--- src/rtl/alu16_pkg.sv ---
// Shared widths, FSM states and command payload for the alu16 initiator-side driver.
package alu16_pkg;

    localparam int unsigned ALU_W = 16;
    localparam int unsigned OP_W  = 3;

    typedef enum logic [1:0] {
        IDLE  = 2'd0,
        ISSUE = 2'd1,
        WAIT  = 2'd2,
        HOLD  = 2'd3
    } drv_state_e;

    typedef struct packed {
        logic [ALU_W-1:0] a;
        logic [ALU_W-1:0] b;
        logic [OP_W-1:0]  op;
    } alu_cmd_t;

endpackage

--- src/rtl/alu16_cmd_fifo.sv ---
// Command FIFO for the alu16 driver: power-of-two depth, first-word-fall-through read,
// occupancy count drives full/empty.
module alu16_cmd_fifo
    import alu16_pkg::*;
#(
    parameter int unsigned DEPTH = 4
) (
    input  logic     clk_i,
    input  logic     rst_i,
    input  logic     push_i,
    input  alu_cmd_t wdata_i,
    input  logic     pop_i,
    output alu_cmd_t rdata_o,
    output logic     full_o,
    output logic     empty_o
);

    localparam int unsigned PTR_W = (DEPTH > 1) ? $clog2(DEPTH) : 1;
    localparam int unsigned CNT_W = $clog2(DEPTH + 1);

    alu_cmd_t         mem_q [DEPTH];
    logic [PTR_W-1:0] wr_ptr_q;
    logic [PTR_W-1:0] rd_ptr_q;
    logic [CNT_W-1:0] count_q;
    logic             do_push;
    logic             do_pop;

    assign full_o  = (count_q == CNT_W'(DEPTH));
    assign empty_o = (count_q == '0);
    assign do_push = push_i && !full_o;
    assign do_pop  = pop_i && !empty_o;
    assign rdata_o = mem_q[rd_ptr_q];

    // Pointers wrap naturally because DEPTH is a power of two.
    always_ff @(posedge clk_i or posedge rst_i) begin
        if (rst_i) begin
            wr_ptr_q <= '0;
            rd_ptr_q <= '0;
            count_q  <= '0;
        end else begin
            if (do_push) begin
                wr_ptr_q <= wr_ptr_q + PTR_W'(1);
            end
            if (do_pop) begin
                rd_ptr_q <= rd_ptr_q + PTR_W'(1);
            end
            case ({do_push, do_pop})
                2'b10:   count_q <= count_q + CNT_W'(1);
                2'b01:   count_q <= count_q - CNT_W'(1);
                default: count_q <= count_q;
            endcase
        end
    end

    always_ff @(posedge clk_i) begin
        if (do_push) begin
            mem_q[wr_ptr_q] <= wdata_i;
        end
    end

endmodule

--- src/rtl/alu16_driver.sv ---
// Sequencer that owns alu16 port timing: buffers commands, issues one at a time,
// follows busy with a timeout, and returns results in order on a valid/ready port.
module alu16_driver
    import alu16_pkg::*;
#(
    parameter int unsigned DEPTH    = 4,
    parameter int unsigned MAX_WAIT = 64
) (
    input  logic             clk_i,
    input  logic             rst_i,
    input  logic             cmd_valid_i,
    output logic             cmd_ready_o,
    input  logic [ALU_W-1:0] cmd_a_i,
    input  logic [ALU_W-1:0] cmd_b_i,
    input  logic [OP_W-1:0]  cmd_op_i,
    output logic [ALU_W-1:0] alu_inputR1_o,
    output logic [ALU_W-1:0] alu_inputR2_o,
    output logic [OP_W-1:0]  alu_instruction_o,
    input  logic [ALU_W-1:0] alu_outputR_i,
    input  logic             alu_busy_i,
    output logic             res_valid_o,
    input  logic             res_ready_i,
    output logic [ALU_W-1:0] res_data_o,
    output logic [OP_W-1:0]  res_op_o,
    output logic             res_err_o,
    output logic             idle_o
);

    localparam int unsigned WCNT_W = $clog2(MAX_WAIT + 1);
    localparam logic [WCNT_W-1:0] WAIT_LAST = WCNT_W'(MAX_WAIT - 1);
    localparam logic [WCNT_W-1:0] WAIT_MAX  = WCNT_W'(MAX_WAIT);

    drv_state_e        state_q;
    logic [WCNT_W-1:0] wait_cnt_q;
    logic [ALU_W-1:0]  alu_r1_q;
    logic [ALU_W-1:0]  alu_r2_q;
    logic [OP_W-1:0]   alu_ins_q;
    logic              res_valid_q;
    logic [ALU_W-1:0]  res_data_q;
    logic [OP_W-1:0]   res_op_q;
    logic              res_err_q;

    alu_cmd_t          cmd_in;
    alu_cmd_t          head;
    logic              fifo_full;
    logic              fifo_empty;
    logic              pop_c;

    assign cmd_in = '{a: cmd_a_i, b: cmd_b_i, op: cmd_op_i};
    assign pop_c  = (state_q == IDLE) && !fifo_empty;

    alu16_cmd_fifo #(
        .DEPTH (DEPTH)
    ) u_cmd_fifo (
        .clk_i   (clk_i),
        .rst_i   (rst_i),
        .push_i  (cmd_valid_i),
        .wdata_i (cmd_in),
        .pop_i   (pop_c),
        .rdata_o (head),
        .full_o  (fifo_full),
        .empty_o (fifo_empty)
    );

    // One operation in flight; ALU ports only move on the IDLE->ISSUE step.
    always_ff @(posedge clk_i or posedge rst_i) begin
        if (rst_i) begin
            state_q     <= IDLE;
            wait_cnt_q  <= '0;
            alu_r1_q    <= '0;
            alu_r2_q    <= '0;
            alu_ins_q   <= '0;
            res_valid_q <= 1'b0;
            res_data_q  <= '0;
            res_op_q    <= '0;
            res_err_q   <= 1'b0;
        end else begin
            case (state_q)
                IDLE: begin
                    if (!fifo_empty) begin
                        alu_r1_q  <= head.a;
                        alu_r2_q  <= head.b;
                        alu_ins_q <= head.op;
                        state_q   <= ISSUE;
                    end
                end
                ISSUE: begin
                    wait_cnt_q <= '0;
                    state_q    <= WAIT;
                end
                WAIT: begin
                    wait_cnt_q <= (wait_cnt_q == WAIT_MAX) ? wait_cnt_q
                                                           : wait_cnt_q + WCNT_W'(1);
                    if (!alu_busy_i) begin
                        res_valid_q <= 1'b1;
                        res_data_q  <= alu_outputR_i;
                        res_op_q    <= alu_ins_q;
                        res_err_q   <= 1'b0;
                        state_q     <= HOLD;
                    end else if (wait_cnt_q == WAIT_LAST) begin
                        // Counter reaches MAX_WAIT on this edge: report a timeout.
                        res_valid_q <= 1'b1;
                        res_data_q  <= '0;
                        res_op_q    <= alu_ins_q;
                        res_err_q   <= 1'b1;
                        state_q     <= HOLD;
                    end
                end
                HOLD: begin
                    if (res_ready_i) begin
                        res_valid_q <= 1'b0;
                        state_q     <= IDLE;
                    end
                end
                default: state_q <= IDLE;
            endcase
        end
    end

    assign cmd_ready_o       = !fifo_full;
    assign idle_o            = fifo_empty && (state_q == IDLE);
    assign alu_inputR1_o     = alu_r1_q;
    assign alu_inputR2_o     = alu_r2_q;
    assign alu_instruction_o = alu_ins_q;
    assign res_valid_o       = res_valid_q;
    assign res_data_o        = res_data_q;
    assign res_op_o          = res_op_q;
    assign res_err_o         = res_err_q;

endmodule

--- config.mk ---
export PLATFORM = sky130hd
export DESIGN_NAME = alu16_driver
export DESIGN_NICKNAME = d
export VERILOG_FILES = /design/src/rtl/alu16_pkg.sv /design/src/rtl/alu16_cmd_fifo.sv /design/src/rtl/alu16_driver.sv
export SDC_FILE = /design/constraint.sdc
export NUM_CORES = 1
export LEC_CHECK = 0
export CAP_MARGIN = 20
export CORE_MARGIN = 10
export CORE_UTILIZATION = 40
export DETAILED_ROUTE_END_ITERATION = 7
export MAX_ROUTING_LAYER = met4
export PLACE_DENSITY_LB_ADDON = 0.1
export SLEW_MARGIN = 5
export SYNTH_ARGS = -nofsm -noshare
export SYNTH_HDL_FRONTEND = slang
export SYNTH_SLANG_ARGS = --single-unit
--- constraint.sdc ---
create_clock -name clk_i -period 3.9 [get_ports clk_i]
set_clock_uncertainty 0.15 [all_clocks]
set_input_delay 1.17 -clock clk_i [delete_from_list [all_inputs] [get_ports clk_i]]
set_output_delay 1.17 -clock clk_i [all_outputs]
set_load 0.01 [all_outputs]
* Word level (Yosys, flattened, before mapping)
Memory sizes are Yosys's and may differ from the RTL's. A register that Yosys moved wholly into a read port is not among the register bits.
Cells that the tools add are included.
** Cells by class
- Add/subtract/negate cells :: 5
- Equal/unequal tests :: 13
- Mux-type cells :: 19
- Bitwise logic cells :: 1
- Reduce and logical (&&, ||, !) cells :: 16
** Operators by type and width (count)
- 16-bit two-way mux :: 2
- 7-bit case mux with 2 select lines :: 1
- 2-bit two-way mux :: 4
- 2-bit case mux with 4 select lines :: 1
- 7-bit by 1-bit adder with 7-bit output, second input constant :: 1
- 7-bit by 6-bit equality test with 1-bit output, second input constant :: 1
- 7-bit equality test, second input constant :: 1
- 7-bit two-way mux :: 1
- 2-bit equality test, second input constant :: 3
- 1-bit two-way mux :: 6
- 3-bit two-way mux :: 2
- 2-bit != test, second input constant :: 3
- 3-bit case mux with 2 select lines :: 1
- 2-bit AND reduction :: 3
- 3-bit AND reduction :: 2
- 2-bit nonzero test :: 3
- 2-bit by 1-bit adder with 2-bit output, second input constant :: 2
- 2-bit by 1-bit equality test with 1-bit output, second input constant :: 2
- 1-bit logical AND :: 4
- 3-bit by 1-bit adder with 3-bit output, second input constant :: 1
- 3-bit equality test, second input constant :: 1
- 3-bit zero test :: 1
- 3-bit != test, second input constant :: 1
- 3-bit by 1-bit subtractor with 3-bit output, second input constant :: 1
- 5 further kinds :: 6
** Storage, ports and cells
- Register bits :: 37
- RAM bits :: 140
- Memories kept :: 1
** Memory list
- u_cmd_fifo.mem_q :: depth 4, width 35, rd ports 1, clocked after Yosys merged registers in 1, write ports 1, RTL line alu16_cmd_fifo.sv:21 : alu_cmd_t mem_q [DEPTH];

* Depth between registers and ports, before layout
- Depth after elaboration :: 6
- Mapped depth :: 11
- Gate-level depth less buffers :: 10

* Hierarchy
From an unflattened synthesis, not the netlist that was laid out.
** Second synthesis, totals
- Cells, all modules :: 414
- Area total of the unflattened synthesis :: 8224.1 um^2
** Modules (own cells, without submodules)
- alu16_cmd_fifo :: instances 1, cells each 221, area an instance 5535.3 um^2
- alu16_driver :: instances 1, cells each 193, area an instance 2688.8 um^2

* Worst setup path before layout
OpenSTA, ideal clock, no wires.
- Path kind :: input to register
- Start point :: in cmd_valid_i
- End point :: mem u_cmd_fifo.mem_q[0][0] (netlist name) (enable)
- Data arrival time :: 2.071 ns
- Data required time :: 3.354 ns
- Setup slack :: 1.283 ns
- Cell stages on the path :: 1
- Buffers on the path :: 0
- Cell sequence :: and3_1
** On the way
- Longest elaborated chain between the ends :: 3
** Ends and longest elaborated chain
- from (decl) :: RTL line alu16_driver.sv:11 : input logic cmd_valid_i,
- 1-bit logical AND :: RTL line alu16_cmd_fifo.sv:30 : assign do_push = push_i && !full_o;
- 1-bit two-way mux :: RTL line alu16_cmd_fifo.sv:56 : if (do_push) begin
- 1-bit two-way mux (not written as such) :: RTL line alu16_cmd_fifo.sv:57 : mem_q[wr_ptr_q] <= wdata_i;
- to (decl) :: RTL line alu16_cmd_fifo.sv:21
Every way passes these cells.

* Worst setup path after layout
- Start point :: reg state_q[0]
- End point :: out idle_o
** On the way
- Longest elaborated chain between the ends :: 2
** Ends and longest elaborated chain
- from (decl) :: RTL line alu16_driver.sv:33 : drv_state_e state_q;
- from (signal assigned) :: RTL line alu16_driver.sv:68 : state_q <= IDLE;
- from (signal assigned) :: RTL line alu16_driver.sv:84 : state_q <= ISSUE;
- from (signal assigned) :: RTL line alu16_driver.sv:89 : state_q <= WAIT;
- 2-bit zero test :: RTL line alu16_driver.sv:121 : assign idle_o = fifo_empty && (state_q == IDLE);
- 1-bit logical AND :: RTL line alu16_driver.sv:121
- to (decl) :: RTL line alu16_driver.sv:26 : output logic idle_o
Every way passes these cells.

==> flow_summary.toml <==
[synthesis]
synthFlopType = "edfxtp_1"
syn-mean-instance-area_um2 = 17.0
synthesis.nets = 550
ys_ff_latch = 212
synth_edf_count = 140
syn_inst = 481
ys_warn_count = 0
synth_cell_types = 44
syn_area_mm2 = 0.00818
synthArstFlopShare_pct = 34.0
ys_seq_area_share_pct = 73.4

[detailed_routing]
drtPass1Iterations = 4
wire_per_inst_um = 18.7
vias = 4450
drt_wl_total_um = 16700
viasPerCell = 4.96
ant_nets = 0
remaining_drc_errors = 0
drtIter0Drc = 238

[cts]
clk_path_buf_depth = 3
cts_setup_buffers = 0
clk_latency_ps = 490
cts_tree = "yes"
cts_resized = 0
htreeDepth = 1
ctsHoldBuffers = 0
numCtsBuffers = 23
cts.sinks = 212
clk_pin_slew_ps = 60
cts-root-buf = "clkbuf_16"

[finish]
drive_gt1_share_pct = 16.6
final_area_mm2 = 0.0104
diodes = 0
fillers = 1694
areaGrowthSynthToFinish_pct = 26.6
final_nets = 680
finalNonFillerCells = 897
fin_util_pct = 51.3

[min_path]
worstHoldPathCells = 2
worstHoldPathType = "reg2reg"
min_from = "alu_inputR1_o[7]$_DFFE_PP0P_"
min_delay_worst_endpoint = "alu_inputR1_o[7]$_DFFE_PP0P_"

[global_route]
use_met3_pct = 2.91
met2_usage_pct = 20.9
track_usage_pct = 13.1
overflow = 0
grt_max_degree = 37
antenna_found_initial = 0
grt_use_met1_pct = 16.9
top_usage_layer = "met2"
grt_pass1_wl_um = 27000
grt_pass1_vias = 4861

[power_and_ir_drop]
p_seq_share_pct = 43.4
leakagePower_uw = 0.00396
power_density_mw_per_mm2 = 775
switchingPower_uw = 2450
comb_power_share_pct = 32.3
worst_ir_drop_vdd_mv = 0.392
intPower_uw = 5570
swShare_pct = 30.5
clkPwrFrac_pct = 24.3

[worst_setup_path]
start_kind = "register"
arrival_ps = 2080
cp_slowest_stage_delay_ps = 590
required_ps = 2580
crit-reg2reg-launch = "u_cmd_fifo.count_q[0]$_DFFE_PP0P_"
path_class = "reg2out"
cp_max_fo = 4
r2r_setup_slack_ps = 1500
cp-end-kind = "output pin"
critPathSlowestCell = "clkdlybuf4s50_1"
r2r_cells = 10
r2r-end = "u_cmd_fifo.count_q[2]$_DFFE_PP0P_"
crit_chain = "inv_1 > ha_1 > nor4b_4 > clkdlybuf4s50_1"

[timing]
layout_min_cycle_time_ps = 3400
fin_tns_setup_ps = 0
relSlewSlack_pct = 35.5
slew_violations = 0
setup_viol_count_final = 0
period_share_pct = 87.2
tightest_slew_ps = 968
max_freq_ghz = 0.294
hold_violations = 0
hold_slack_ps = 319
rsz0062_at_grt = "no"

[place]
dp_hpwl_um = 10800
place_congestion = 0.740
place.port_buffers = 113
postPlaceCellArea_mm2 = 0.00967
post-place-cells = 856

[floorplanning]
io_pins = 114
fp.dieW_um = 163
core_mm2 = 0.0202
rows = 52
start_util_pct = 40.6
die_h_um = 163
die_area_mm2 = 0.0266

[run_status]
status = "completed"

[run]
maxCapViolations = 0
[cell type report]
cell class	instances	area (um2)	share of cell area (%)
Clock buffer	33	643	6.21
Multi-Input combinational cell	236	2010	19.4
Tap cell	270	338	3.26
Sequential cell	212	6010	58.0
Clock inverter	8	42.5	0.411
Timing Repair Buffer	123	1260	12.1
Inverter	15	57.6	0.556
[cell usage in the layout, fill, tap and decap left out, types with 4 or more instances in the layout]
cell,instances
clkbuf_16,23
xnor2_1,4
clkinv_2,4
a22o_2,6
and3_2,4
buf_12,4
ha_1,12
nand2_1,113
clkbuf_1,7
inv_1,13
o21ai_0,10
nor2_1,6
edfxtp_1,140
dfrtp_1,70
clkdlybuf4s50_1,113
buf_4,6
mux4_2,35
a22o_1,10
[sequential cells by signal, summed over array words and instances, names as in the netlist, 2 cells and up]
name / cells
alu_instruction_o: 3
res_data_o: 16
u_cmd_fifo.rd_ptr_q: 2
u_cmd_fifo.wr_ptr_q: 2
u_cmd_fifo.count_q: 3
state_q: 2
u_cmd_fifo.mem_q: 140
res_op_o: 3
wait_cnt_q: 7
alu_inputR1_o: 16
alu_inputR2_o: 16
[synth_stat cells (3+ instances only)]
master	number	area, um2
mux4_2	35	788
o21ai_0	10	50.1
buf_2	8	40.0
edfxtp_1	140	4200
inv_1	14	52.6
nor2_1	6	22.5
and3_1	5	31.3
buf_4	3	22.5
dfrtp_1	72	1800
clkbuf_1	3	11.3
nand3_1	3	15.0
mux2_4	3	45.0
nand2_1	113	424
a22o_1	10	87.6
a22o_2	6	60.1
ha_1	12	150
xnor2_1	4	35.0
[worst max-delay path by stage]
stage | start | endpoint | slack (ps) | cells past startpoint
after global routing | state_q[0]$_DFFE_PP0P_ | idle_o | 400 | 4
after floorplan | rst_i | alu_inputR1_o[0]$_DFFE_PP0P_ | 760 | 1
after CTS | state_q[0]$_DFFE_PP0P_ | idle_o | 460 | 4
after detailed placement | cmd_valid_i | u_cmd_fifo.count_q[2]$_DFFE_PP0P_ | 720 | 9
final | state_q[0]$_DFFE_PP0P_ | idle_o | 500 | 4
after global placement | cmd_valid_i | u_cmd_fifo.count_q[2]$_DFFE_PP0P_ | 770 | 9
[worst max-delay path: cells and delay by family (launching register included)]
family,cells,cell delay (ps)
simple gates,1,250
fa+ha+maj,1,220
buf+inv,2,710
flops,1,410
[cell families (layout without fill, tap and decap cells)]
logic type | after synthesis | in the layout | synth area share [%]
XOR/XNOR | 6 | 6 | 0.642
multiplexers | 42 | 42 | 10.7
adder cells (fa/ha/maj) | 13 | 13 | 2.08
AO/OA/AOI/OAI | 39 | 39 | 3.93
flip-flops | 212 | 212 | 73.4
AND/OR/NAND/NOR | 136 | 136 | 7.13
buffers and inverters | 33 | 179 | 2.10
[routing by layer]
metal / wire length (um) / part of all wire [%]
met5: 0 / 0
met4: 187 / 1.1
met3: 902 / 5.4
met2: 8010 / 48
met1: 7650 / 46
[power by group through the flow]
stage | Sequential (uW) | Combinational [uW] | Clock [uW]
3_5_place_dp | 3540 | 2650 | 0
4_1_cts | 3500 | 2670 | 2010
2_1_floorplan | 3480 | 1560 | 0
3_3_place_gp | 3510 | 2630 | 0
5_1_grt | 3570 | 2870 | 2100
6_report | 3480 | 2590 | 1950
[stage by stage]
| step | power (uW) | setup WS [ps] |
|---|---|---|
| after floorplan | 5030 | 755 |
| after global placement | 6130 | 768 |
| after global routing | 8540 | 398 |
| after CTS | 8180 | 456 |
| final | 8020 | 499 |
| after detailed placement | 6190 | 718 |
Note: power is estimated with default switching activity, not from simulation.
